## src/rtl/vme_bus_arbiter_pkg.sv

```systemverilog
`default_nettype none
//==============================================================================
// Package  : vme_pkg
// Brief    : VME signal levels, arbiter state encoding and level-width helper
// Revision : 1.0
//==============================================================================
package vme_pkg;

    localparam logic ACTIVE   = 1'b0;
    localparam logic INACTIVE = 1'b1;

    typedef enum logic [1:0] {
        ST_IDLE  = 2'd0,
        ST_GRANT = 2'd1,
        ST_OWNED = 2'd2
    } state_t;

    // Width of a level index; never narrower than one bit.
    function automatic int LEVEL_W(input int levels);
        return (levels > 1) ? $clog2(levels) : 1;
    endfunction

endpackage
`default_nettype wire

```

## src/rtl/vme_bus_arbiter_if.sv

```systemverilog
`default_nettype none
//==============================================================================
// Interface : vme_bus_arbiter_if
// Brief     : VME arbitration lines (BR/BBSY in, BG/BCLR out) plus status
// Revision  : 1.0
//==============================================================================
interface vme_bus_arbiter_if #(
    parameter int LEVELS = 4
);
    import vme_pkg::*;

    localparam int LW = LEVEL_W(LEVELS);

    logic [LEVELS-1:0] br;
    logic              bbsy;
    logic [LEVELS-1:0] bgout;
    logic              bclr;
    logic [LW-1:0]     owner;
    logic              owner_valid;
    logic              grant_timeout;

    modport master (
        input  br,
        input  bbsy,
        output bgout,
        output bclr,
        output owner,
        output owner_valid,
        output grant_timeout
    );

    modport slave (
        output br,
        output bbsy,
        input  bgout,
        input  bclr,
        input  owner,
        input  owner_valid,
        input  grant_timeout
    );

endinterface
`default_nettype wire

```

## src/rtl/vme_bus_arbiter_select.sv

```systemverilog
`default_nettype none
//==============================================================================
// Module   : vme_arb_select
// Brief    : Combinational winner select (fixed priority or round robin)
// Revision : 1.0
//==============================================================================
module vme_arb_select
    import vme_pkg::*;
#(
    parameter  int LEVELS   = 4,
    parameter  int RRS_MODE = 0,
    localparam int LW       = LEVEL_W(LEVELS)
) (
    input  logic [LEVELS-1:0] br_s,
    input  logic [LW-1:0]     last,
    input  logic [LW-1:0]     owner,
    output logic [LW-1:0]     winner,
    output logic              any_req,
    output logic              higher_req
);

    logic [LEVELS-1:0] w_req;
    logic              w_found;
    int                w_idx;

    always_comb begin
        w_req      = '0;
        winner     = '0;
        w_found    = 1'b0;
        w_idx      = 0;
        higher_req = 1'b0;

        for (int i = 0; i < LEVELS; i++) begin
            w_req[i] = (br_s[i] == ACTIVE);
        end
        any_req = |w_req;

        for (int i = 0; i < LEVELS; i++) begin
            if (w_req[i] && (i > int'(owner))) begin
                higher_req = 1'b1;
            end
        end

        if (RRS_MODE == 0) begin
            for (int i = 0; i < LEVELS; i++) begin
                if (w_req[i]) begin
                    winner = LW'(i);
                end
            end
        end else begin
            // Scan upward from last+1, wrapping; last itself is tried last.
            for (int i = 1; i <= LEVELS; i++) begin
                w_idx = int'(last) + i;
                if (w_idx >= LEVELS) begin
                    w_idx = w_idx - LEVELS;
                end
                if (!w_found && w_req[w_idx]) begin
                    winner  = LW'(w_idx);
                    w_found = 1'b1;
                end
            end
        end
    end

endmodule
`default_nettype wire

```

## src/rtl/vme_bus_arbiter.sv

```systemverilog
`default_nettype none
//==============================================================================
// Module   : vme_bus_arbiter
// Brief    : VME system-controller arbiter: BR/BG daisy chain, BBSY, BCLR
// Revision : 1.0
//==============================================================================
module vme_bus_arbiter
    import vme_pkg::*;
#(
    parameter int LEVELS        = 4,
    parameter int RRS_MODE      = 0,
    parameter int SYNC_STAGES   = 2,
    parameter int GRANT_TIMEOUT = 64
) (
    input  logic               clock,
    input  logic               reset_n,
    vme_bus_arbiter_if.master  bus
);

    localparam int LW = LEVEL_W(LEVELS);
    localparam int CW = $clog2(GRANT_TIMEOUT);

    logic [LEVELS-1:0] w_br_s;
    logic              w_bbsy_s;

    if (SYNC_STAGES == 0) begin : g_nosync
        assign w_br_s   = bus.br;
        assign w_bbsy_s = bus.bbsy;
    end else begin : g_sync
        logic [LEVELS-1:0] r_br_sync   [SYNC_STAGES];
        logic              r_bbsy_sync [SYNC_STAGES];

        for (genvar s = 0; s < SYNC_STAGES; s++) begin : g_stage
            if (s == 0) begin : g_first
                always_ff @(posedge clock) begin
                    if (!reset_n) begin
                        r_br_sync[s]   <= {LEVELS{INACTIVE}};
                        r_bbsy_sync[s] <= INACTIVE;
                    end else begin
                        r_br_sync[s]   <= bus.br;
                        r_bbsy_sync[s] <= bus.bbsy;
                    end
                end
            end else begin : g_next
                always_ff @(posedge clock) begin
                    if (!reset_n) begin
                        r_br_sync[s]   <= {LEVELS{INACTIVE}};
                        r_bbsy_sync[s] <= INACTIVE;
                    end else begin
                        r_br_sync[s]   <= r_br_sync[s-1];
                        r_bbsy_sync[s] <= r_bbsy_sync[s-1];
                    end
                end
            end
        end

        assign w_br_s   = r_br_sync[SYNC_STAGES-1];
        assign w_bbsy_s = r_bbsy_sync[SYNC_STAGES-1];
    end

    state_t            r_state,   w_state_nx;
    logic [CW-1:0]     r_count,   w_count_nx;
    logic [LW-1:0]     r_owner,   w_owner_nx;
    logic [LW-1:0]     r_last,    w_last_nx;
    logic [LEVELS-1:0] r_bgout,   w_bgout_nx;
    logic              r_bclr,    w_bclr_nx;
    logic              r_valid,   w_valid_nx;
    logic              r_timeout, w_timeout_nx;

    logic [LW-1:0]     w_winner;
    logic              w_any_req;
    logic              w_higher_req;

    vme_arb_select #(
        .LEVELS   (LEVELS),
        .RRS_MODE (RRS_MODE)
    ) u_select (
        .br_s       (w_br_s),
        .last       (r_last),
        .owner      (r_owner),
        .winner     (w_winner),
        .any_req    (w_any_req),
        .higher_req (w_higher_req)
    );

    always_ff @(posedge clock) begin
        if (!reset_n) begin
            r_state   <= ST_IDLE;
            r_count   <= '0;
            r_owner   <= '0;
            r_last    <= LW'(LEVELS - 1);
            r_bgout   <= {LEVELS{INACTIVE}};
            r_bclr    <= INACTIVE;
            r_valid   <= 1'b0;
            r_timeout <= 1'b0;
        end else begin
            r_state   <= w_state_nx;
            r_count   <= w_count_nx;
            r_owner   <= w_owner_nx;
            r_last    <= w_last_nx;
            r_bgout   <= w_bgout_nx;
            r_bclr    <= w_bclr_nx;
            r_valid   <= w_valid_nx;
            r_timeout <= w_timeout_nx;
        end
    end

    always_comb begin
        w_state_nx   = r_state;
        w_count_nx   = r_count;
        w_owner_nx   = r_owner;
        w_last_nx    = r_last;
        w_bgout_nx   = {LEVELS{INACTIVE}};
        w_bclr_nx    = INACTIVE;
        w_timeout_nx = 1'b0;

        case (r_state)
            ST_IDLE: begin
                if (w_any_req && (w_bbsy_s == INACTIVE)) begin
                    w_state_nx           = ST_GRANT;
                    w_owner_nx           = w_winner;
                    w_count_nx           = '0;
                    w_bgout_nx[w_winner] = ACTIVE;
                end
            end
            ST_GRANT: begin
                // BBSY is checked first so acceptance beats a coincident timeout.
                if (w_bbsy_s == ACTIVE) begin
                    w_state_nx = ST_OWNED;
                end else if (w_br_s[r_owner] == INACTIVE) begin
                    w_state_nx = ST_IDLE;
                end else if (r_count == CW'(GRANT_TIMEOUT - 1)) begin
                    w_state_nx   = ST_IDLE;
                    w_timeout_nx = 1'b1;
                    w_last_nx    = r_owner;
                end else begin
                    w_count_nx = r_count + CW'(1);
                    w_bgout_nx = r_bgout;
                end
            end
            ST_OWNED: begin
                if (w_bbsy_s == INACTIVE) begin
                    w_state_nx = ST_IDLE;
                    w_last_nx  = r_owner;
                end else if ((RRS_MODE == 0) && w_higher_req) begin
                    w_bclr_nx = ACTIVE;
                end else begin
                    w_bclr_nx = r_bclr;
                end
            end
            default: begin
                w_state_nx = ST_IDLE;
            end
        endcase

        w_valid_nx = (w_state_nx != ST_IDLE);
    end

    assign bus.bgout         = r_bgout;
    assign bus.bclr          = r_bclr;
    assign bus.owner         = r_owner;
    assign bus.owner_valid   = r_valid;
    assign bus.grant_timeout = r_timeout;

endmodule
`default_nettype wire

```

## src/flat_wrapper.sv

```systemverilog
// flat-port wrapper written by rule: the top's interface ports become plain ports
module vme_bus_arbiter_flat import vme_pkg::*;
#(
    parameter int LEVELS        = 4,
    parameter int RRS_MODE      = 0,
    parameter int SYNC_STAGES   = 2,
    parameter int GRANT_TIMEOUT = 64
)
  (clock, reset_n, bus_br, bus_bbsy, bus_bgout, bus_bclr, bus_owner, bus_owner_valid, bus_grant_timeout);
  vme_bus_arbiter_if #(.LEVELS(LEVELS)) bus_i ();
  input  logic clock;
  input  logic reset_n;
  input wire logic [$bits(bus_i.br)-1:0] bus_br;
  input wire logic [$bits(bus_i.bbsy)-1:0] bus_bbsy;
  output wire logic [$bits(bus_i.bgout)-1:0] bus_bgout;
  output wire logic [$bits(bus_i.bclr)-1:0] bus_bclr;
  output wire logic [$bits(bus_i.owner)-1:0] bus_owner;
  output wire logic [$bits(bus_i.owner_valid)-1:0] bus_owner_valid;
  output wire logic [$bits(bus_i.grant_timeout)-1:0] bus_grant_timeout;
  assign bus_i.br = bus_br;
  assign bus_i.bbsy = bus_bbsy;
  assign bus_bgout = bus_i.bgout;
  assign bus_bclr = bus_i.bclr;
  assign bus_owner = bus_i.owner;
  assign bus_owner_valid = bus_i.owner_valid;
  assign bus_grant_timeout = bus_i.grant_timeout;
  vme_bus_arbiter #(.LEVELS(LEVELS), .RRS_MODE(RRS_MODE), .SYNC_STAGES(SYNC_STAGES), .GRANT_TIMEOUT(GRANT_TIMEOUT)) u_core (.clock(clock), .reset_n(reset_n), .bus(bus_i));
endmodule
```

## config.mk

```make
export PLATFORM = sky130hd
export DESIGN_NAME = vme_bus_arbiter_flat
export DESIGN_NICKNAME = d
export VERILOG_FILES = /design/src/rtl/vme_bus_arbiter_pkg.sv /design/src/rtl/vme_bus_arbiter_if.sv /design/src/rtl/vme_bus_arbiter_select.sv /design/src/rtl/vme_bus_arbiter.sv /design/src/flat_wrapper.sv
export SDC_FILE = /design/constraint.sdc
export NUM_CORES = 1
export LEC_CHECK = 0
export CORE_MARGIN = 2
export CORE_UTILIZATION = 45
export DETAILED_ROUTE_END_ITERATION = 8
export PLACE_DENSITY = 0.68
export SLEW_MARGIN = 20
export SYNTH_ARGS = -nofsm -noshare
export SYNTH_HDL_FRONTEND = slang
export SYNTH_SLANG_ARGS = --single-unit
```

## constraint.sdc

```tcl
create_clock -name clock -period 2.3 [get_ports clock]
set_clock_uncertainty 0.2 [all_clocks]
set_input_delay 0.46 -clock clock [delete_from_list [all_inputs] [get_ports clock]]
set_output_delay 0.46 -clock clock [all_outputs]
set_load 0.05 [all_outputs]
```

# [Yosys cells after proc, flatten, opt, wreduce, memory -nomap -nowiden]
# Memory sizes are Yosys's and may differ from the RTL's.
# Cells that the tools add are included.
[totals] regBits=17 ram_bits=10 inputBits=7 output_inout_bits=9 elab_cells=83 memories=2
[op_classes] addsub=1 n_lt_le_gt_ge=6 n_eq_ne=8 mux=33 n_bitwise=13 reduce_logical=13
[memory_table] name="u_core.g_sync.r_br_sync" depth=2 width=4 rd=2 rd_ports_with_merged_regs=0 wr=2 line_no="vme_bus_arbiter.sv:30" source="logic [LEVELS-1:0] r_br_sync [SYNC_STAGES];"
[memory_table] name="u_core.g_sync.r_bbsy_sync" depth=2 width=1 rd=2 rd_ports_with_merged_regs=0 wr=2 line_no="vme_bus_arbiter.sv:31" source="logic r_bbsy_sync [SYNC_STAGES];"
[op_table] op="$mux 4" count=6
[op_table] op="$mux 6" count=4
[op_table] op="$mux 2" count=7
[op_table] op="$pmux 6 s2" count=1
[op_table] op="$mux 1" count=11
[op_table] op="$not 1->1" count=8
[op_table] op="$pmux 4 s2" count=1
[op_table] op="$reduce_or 4->1" count=2
[op_table] op="$add 6x1->6 const B" count=1
[op_table] op="$eq 6x6->1 const B" count=1
[op_table] op="$lt 2x3->1 const B" count=2
[op_table] op="$pmux 2 s3" count=1
[op_table] op="$logic_and 1x1->1" count=5
[op_table] op="$reduce_and 5->1" count=1
[op_table] op="$gt 2x2->1 const A" count=2
[op_table] op="$ne 2x1->1 const B" count=2
[op_table] op="$ne 2x2->1 const B" count=2
[op_table] op="$ne 4x4->1 const B" count=1
[op_table] op="$not 4->4" count=1
[op_table] op="$or 1x1->1" count=4
[op_table] op="$reduce_bool 2->1" count=2
[op_table] op="$reduce_or 3->1" count=1
[op_table] op="$bmux 1 s2" count=1
[op_table] op="$demux 1 s2" count=1
[op_table] op="6 further kinds" count=6

# [Logic depth before layout (Yosys ltp)]
# Gate-level depths: netlist of run 1.
# An unclocked memory read counts as a cell.
[logic_depth] ltp_word=11 mapped_depth=5 ltp_nobuf=5

# [By module]
# From an unflattened synthesis of run 1, not the netlist that was laid out.
[hier_totals] hier_cells=130 area_unflattened_um2=1212.4
[modules_own_cells] mod="vme_bus_arbiter" instances=1 cells_per_inst=123 area_per_inst_um2=1174.9 seq_area_each_um2=580.6
[modules_own_cells] mod="vme_arb_select" instances=1 cells_per_inst=7 area_per_inst_um2=37.5 seq_area_each_um2=0.0

# [Least setup slack after synthesis of run 1]
# OpenSTA, ideal clock, no wires.
[synth_timing] kind="reg-to-reg" startpoint="register u_core.r_owner[0], in the netlist u_core.bus.owner[0]" endpoint="register u_core.r_bgout[2], in the netlist u_core.bus.bgout[2]" setup_time_ns=0.122 arrival_time_ns=1.986 required_time_ns=1.978 setup_slack_ns=-0.008 stages_incl_launch_ff=5 path_buffers=0 period_less_slack_ns=2.308 cell_sequence="dfxtp_1 mux4_2 a211oi_1 nand3_1 o32a_1"
[synth_between] elab_chain_len=5 elab_cells_between_ends=6 classes_between="eq/ne: 1; mux: 5"
[synth_lines] item="from (decl)" line_no="vme_bus_arbiter.sv:63" source="logic [LW-1:0] r_owner, w_owner_nx;"
[synth_lines] item="from (signal assigned)" line_no="vme_bus_arbiter.sv:99" source="r_owner <= w_owner_nx;"
[synth_lines] item="$bmux 1 s2 *" line_no="vme_bus_arbiter.sv:130" source="end else if (w_br_s[r_owner] == INACTIVE) begin"
[synth_lines] item="$mux 1 (not written as such) *" line_no="vme_bus_arbiter.sv:130"
[synth_lines] item="$mux 4" line_no="vme_bus_arbiter.sv:130"
[synth_lines] item="$mux 4" line_no="vme_bus_arbiter.sv:128" source="if (w_bbsy_s == ACTIVE) begin"
[synth_lines] item="$pmux 4 s2" line_no="vme_bus_arbiter.sv:117" source="case (r_state)"
[synth_lines] item="to (signal assigned)" line_no="vme_bus_arbiter.sv:92" source="r_bgout <= {LEVELS{INACTIVE}};"
[synth_lines] item="to (signal assigned)" line_no="vme_bus_arbiter.sv:101" source="r_bgout <= w_bgout_nx;"
[synth_lines] item="to (decl)" line_no="vme_bus_arbiter.sv:65" source="logic [LEVELS-1:0] r_bgout, w_bgout_nx;"
# Every way passes the cells marked *; elsewhere a longest branch is shown, timed or not. The select of a mux whose other input is x is not followed.
# A chain may end at the register's enable or synchronous reset.

# [Worst setup path in the final report of run 1]
[layout_timing] startpoint="register u_core.r_owner[0], in the netlist u_core.bus.owner[0]" endpoint="output port bus_owner[0]"
[layout_rtl] item="to (decl)" line_no="flat_wrapper.sv:17" source="output wire logic [$bits(bus_i.owner)-1:0] bus_owner;"
# No word-level cell between the ends.

==> results of run 1 <==
==> per-stage QoR <==
| step | instance area, um2 | power, uW |
|---|---|---|
| 6_report | 1296 | 820.5 |
| 3_5_place_dp | 1264 | 625.0 |
| 2_1_floorplan | 1067 | 586.5 |
| 4_1_cts | 1294 | 835.1 |
| 5_1_grt | 1296 | 862.7 |
| 3_3_place_gp | 1264 | 624.6 |
==> layout make-up <==
type / instances / area (um2) / share of cell area (%)
Clock inverter: 1 / 7.507 / 0.5792
Inverter: 3 / 11.26 / 0.8687
Multi-Input combinational cell: 76 / 503.0 / 38.80
Timing Repair Buffer: 18 / 175.2 / 13.51
Clock buffer: 3 / 22.52 / 1.737
Sequential cell: 27 / 541.8 / 41.80
Tap cell: 28 / 35.03 / 2.703
==> what timing repair did <==
item                                    in CTS  in global routing
gates resized for setup                      0                  1
endpoints found under the setup margin       0                  1
setup buffers                                0                  0
==> placed cells by master, fill, tap and decap left out <==
master,instances
nand2b_1,10
a21boi_0,1
o21bai_1,1
a41oi_1,2
dfxtp_1,26
nand3b_1,3
nand2_1,9
nor2_1,9
and4_1,1
mux4_2,1
a2bb2oi_1,1
o221ai_1,1
and3_1,1
dfxtp_2,1
o21ai_0,3
or3_1,2
o21a_1,2
a211o_1,1
mux2i_1,1
clkbuf_4,3
a2111oi_4,1
o32a_1,3
a22oi_1,1
o211ai_1,1
ha_1,1
a21oi_1,3
nand3_1,7
nor3b_1,1
nor2b_1,4
a211oi_1,1
clkinvlp_4,1
a31oi_1,3
inv_1,3
and2_2,1
buf_4,3
dlymetal6s2s_1,1
clkdlybuf4s50_1,14
==> kinds of logic (layout without fill, tap and decap cells) <==
family | count (synthesis) | count (layout) | share of synthesized area, %
simple gates | 48 | 48 | 23.94
flops | 27 | 27 | 50.70
compound gates | 25 | 25 | 19.02
buf+inv | 6 | 25 | 2.113
mux | 2 | 2 | 3.052
fa+ha+maj | 1 | 1 | 1.174
==> state kept, by name, indices dropped and copies added (netlist names) <==
register and count:
u_core.bus.bclr 1, u_core.bus.grant_timeout 1, u_core.bus.owner 2, u_core.bus.bgout 4, u_core.g_sync.r_br_sync 8, u_core.bus.owner_valid 1, u_core.r_count 6, u_core.r_state 2
u_core.g_sync.r_bbsy_sync 2
==> per-layer routing <==
metal	vias up	wire length (um)	track usage [%]
li1	431	-	-
met1	375	905	22.60
met2	24	880	25.83
met3	2	95	3.714
met4	0	14	7.692
met5	-	0	0
==> final timing paths <==
| kind | start | end | slack, ps |
|---|---|---|---|
| worst max-delay path | u_core.bus.owner[0] | bus_owner[0] | 120 |
| worst min-delay path | u_core.g_sync.r_br_sync[0][1] | u_core.g_sync.r_br_sync[1][1] | 230 |
| worst max register to register | u_core.bus.owner[0] | u_core.bus.bgout[3] | 260 |
| worst min register to register | u_core.g_sync.r_br_sync[0][1] | u_core.g_sync.r_br_sync[1][1] | 230 |
==> power by group through the flow <==
stage               Sequential [uW]  Clock (uW)  Combinational, uW
floorplan                       531           0               56.0
global placement                510           0                114
detailed placement              511           0                114
CTS                             501         219                115
global route                    504         234                125
finish                          500         206                114
==> results.md, run 1 <==
* Status: finished clean
* Area grow syn2layout at 21.60%
* Vias in the first global route at 806
* CP cell instances: clkdlybuf4s50_1
* Comb power frac at 13.9%
* Mapped Nets at 117
* Fin crit share at 94.97%
* CTS clock-pin slew for the worst setup and hold paths at 150 ps
* Critical path's slowest cell: clkdlybuf4s50_1
* Sw Pwr at 218.8 uW
* Non-filler cells, final at 156
* Hold WC Path Type: register to register
* Critical Path End Type: output port
* Fmax at 457.8 MHz
* Slew Limit Fails at 0
* Worst-Skew Late Latency at 320 ps
* Max rail drop VDD at 463.7 uV
* Routability cong. at 0.7897
* Die area at 2774 um2
* Longest Clk Path Bufs at 2
* Port Buffers at 15
* Final Hold Fails at 0
* Tot GR Track Use at 16.91%
* Total Wirelength at 1896 um
* Post-synth top area share at 50.70%
* Filler instances at 210
* Worst path bufs/invs at 1
* DRT iter0 DRCs at 22
* Synth cell types at 32
* Drt pass-1 iters at 4
* Setup ws final at 115.7 ps
* Predominant post-synthesis flop cell: dfxtp_1
* Sw frac at 26.66%
* Syn avg cell area at 9.780 um2
* DR WL/cell at 12.15 um
* Slew HR at 66.62%
* EDFF count, synth at 0
* Crit. path cell count at 1
* Post-place setup slack at 209.7 ps
* Final HPWL DP at 1383 um
* Number of hold buffers added after cts at 0
* ANT nets after route at 0
* Synth top cells by count: dfxtp_1 (27), nand2b_1 (10), nand2_1 (9), nor2_1 (9), nand3_1 (7)
* Residual DRC at 0
* Top-count cell post-synth: dfxtp_1
* TritonCTS Buffers at 3
* Req. time, crit path at 1640 ps
* GRT overflow at 0
* Pin count of the biggest net entering global routing at 19
* CTS sink count at 27
* Dominant cell type by area after synthesis: dfxtp_1
* Core area at 2233 um2
* Root buf cell: clkbuf_4
* Initial antenna violation count at 0
* Pwr per Cell Area at 633.0 nW/um2
* Dpl cells at 152
* Hold depth at 1
* Critical path's top delay family: buffers and inverters
* Kind of critical path: register to output port
* Initial Utilization at 47.73%
* Layout cells sized above 1 at 8.594%
* Reg2reg path depth at 4
* Number of cell rows at 17
* Min Tclk post-route at 2184 ps
* Syn. warnings at 0
* Seq pwr share at 61.0%
* Setup crit start kind: register
* Synth area leaders: dfxtp_1 (51%), nand2b_1 (5.9%), nand3_1 (3.3%)
* Setup TNS at 0 ps
* Clock H-tree levels at 1
* Crit path largest cell delay at 810 ps
* Final core occ at 58.04%
* Synthesized area at 1066 um2
* Worst EP arrival at 1520 ps
* Max Cap Violations at 0
* Ys async rst share at 0%
* Slew @ Worst Pin at 499.8 ps
* First-pass GRT wire length at 3443 um
* Leak pwr at 0.0004793 uW
* Number of diodes at 0
* Setup violations, final at 0
* IO Count at 16
* Post-synthesis sequential area ratio at 50.70%
* RSZ-0062 raised after global routing: no
* WHS at 225.8 ps
* Vias at 832
* Vias per cell at 5.333
* Seq cells post-synth at 27
* Critical Path Fanout Max at 4
* Internal power at 601.7 uW
* CTS tree: built
* DIE WIDTH at 52.67 um
* Post-Synthesis Cells at 109
* Nets at 137
* Die Y at 52.67 um
* Power share of the clock group at 25.1%
(Power assumes the default switching activity.)
==> inputs of run 2 (changes only) <==
- CORE_ASPECT_RATIO: default -> 0.6
==> results.md, run 2 (synthesis results as in run 1) <==
* IO Count at 16
* Slew Limit Fails at 0
* Max Cap Violations at 0
* Multi-input logic area at 503.0 um2
* CTS clock-pin slew for the worst setup and hold paths at 80 ps
* Setup crit start kind: register
* Final HPWL DP at 1646 um
* Port Buffers at 15
* Hold WC Path Type: register to register
* ANT nets after route at 0
* Crit path largest cell delay at 830 ps
* DRT iter0 DRCs at 54
* Sequential cell area at 541.8 um2
* Slew @ Worst Pin at 509.5 ps
* Leak pwr at 0.0004663 uW
* Post-place setup slack at 132.1 ps
* Comb power frac at 13.4%
* Area grow syn2layout at 22.30%
* GRT overflow at 0
* Vias in the first global route at 749
* Core area at 2196 um2
* Final core occ at 59.37%
* Die Y at 41.70 um
* Min Tclk post-route at 2171 ps
* Drt pass-1 iters at 4
* Slew HR at 65.93%
* First-pass GRT wire length at 3601 um
* Setup bufs post-CTS at 0
* Status: finished clean
* Initial antenna violation count at 0
* Final Hold Fails at 0
* Nets at 136
* Power share of the clock group at 29.5%
* CTS tree: built
* Most common cell after layout, fill and taps aside: dfxtp_1
* Fin crit share at 94.38%
* DR WL/cell at 13.75 um
* Sw frac at 24.93%
* Setup TNS at 0 ps
* Residual DRC at 0
* Initial Utilization at 48.55%
* Kind of critical path: register to output port
* CP cell instances: clkdlybuf4s50_1
* Vias per cell at 5.682
* Fmax at 460.7 MHz
* Post-CTS Resized at 0
* Critical Path Fanout Max at 5
* Critical Path End Type: output port
* Tot GR Track Use at 17.34%
* Vias at 892
* Critical path's slowest cell: clkdlybuf4s50_1
* Worst path bufs/invs at 1
* DIE WIDTH at 66.84 um
* Die area at 2787 um2
* Req. time, crit path at 1640 ps
* Internal power at 658.2 uW
* Worst-Skew Late Latency at 270 ps
* Critical path's top delay family: buffers and inverters
* TritonCTS Buffers at 3
* CTS sink count at 27
* Seq pwr share at 57.1%
* Number of cell rows at 13
* Worst EP arrival at 1510 ps
* Filler instances at 194
* Number of diodes at 0
* Clock H-tree levels at 1
* Total Wirelength at 2159 um
* Routability cong. at 0.8644
* Most frequent cells in the layout: dfxtp_1 (26), clkdlybuf4s50_1 (15), nand2b_1 (10)
* Max rail drop VDD at 399.2 uV
* Pin count of the biggest net entering global routing at 19
* Number of hold buffers added after cts at 0
* Largest Register: u_core.g_sync.r_br_sync
* Sw Pwr at 218.6 uW
* RSZ-0062 raised after global routing: no
* Longest Clk Path Bufs at 2
* Pwr per Cell Area at 672.5 nW/um2
* Layout cells sized above 1 at 7.087%
* Setup ws final at 129.2 ps
* Setup violations, final at 0
* Max reg flops at 8
* Root buf cell: clkbuf_8
==> run 2: through the flow <==
stage | power (uW) | area (um2) | hold WS [ps] | cells
after floorplan | 586.5 | 1067 | 186.3 | 109
after global placement | 626.5 | 1259 | 189.3 | 153
after detailed placement | 628.2 | 1259 | 196.8 | 153
after CTS | 889.3 | 1304 | 218.5 | 157
after global routing | 926.3 | 1304 | 247.3 | 157
final | 876.8 | 1304 | 213.4 | 157
==> run 2: final cells by class <==
| class | count | share of cell area [%] |
|---|---|---|
| tap | 30 | 2.879 |
| inverter | 3 | 0.8637 |
| clock buffer | 4 | 3.455 |
| multi-input combinational | 76 | 38.58 |
| sequential | 27 | 41.55 |
| timing repair buffer | 17 | 12.67 |
==> run 2: final timing paths <==
kind	from	slack, ps	endpoint	cells after the start
setup / recovery	u_core.bus.owner[1]	130	bus_owner[1]	1
hold / removal	u_core.g_sync.r_br_sync[0][0]	210	u_core.g_sync.r_br_sync[1][0]	1
setup reg to reg	u_core.g_sync.r_br_sync[1][3]	250	u_core.bus.bgout[2]	4
hold reg to reg	u_core.g_sync.r_br_sync[0][0]	210	u_core.g_sync.r_br_sync[1][0]	1
==> run 2: power by group through the flow <==
stage | clock (uW) | combinational [uW] | sequential, uW
2_1_floorplan | 0 | 56.0 | 531
3_3_place_gp | 0 | 116 | 510
3_5_place_dp | 0 | 117 | 512
4_1_cts | 272 | 117 | 501
5_1_grt | 296 | 126 | 504
6_report | 259 | 117 | 501
==> run 2: layer usage <==
layer,track usage [%],wire (um),vias to the layer above
li1,-,-,426
met1,26.15,1055,419
met2,23.60,913,44
met3,7.046,182,3
met4,2.449,8,0
met5,0,0,-
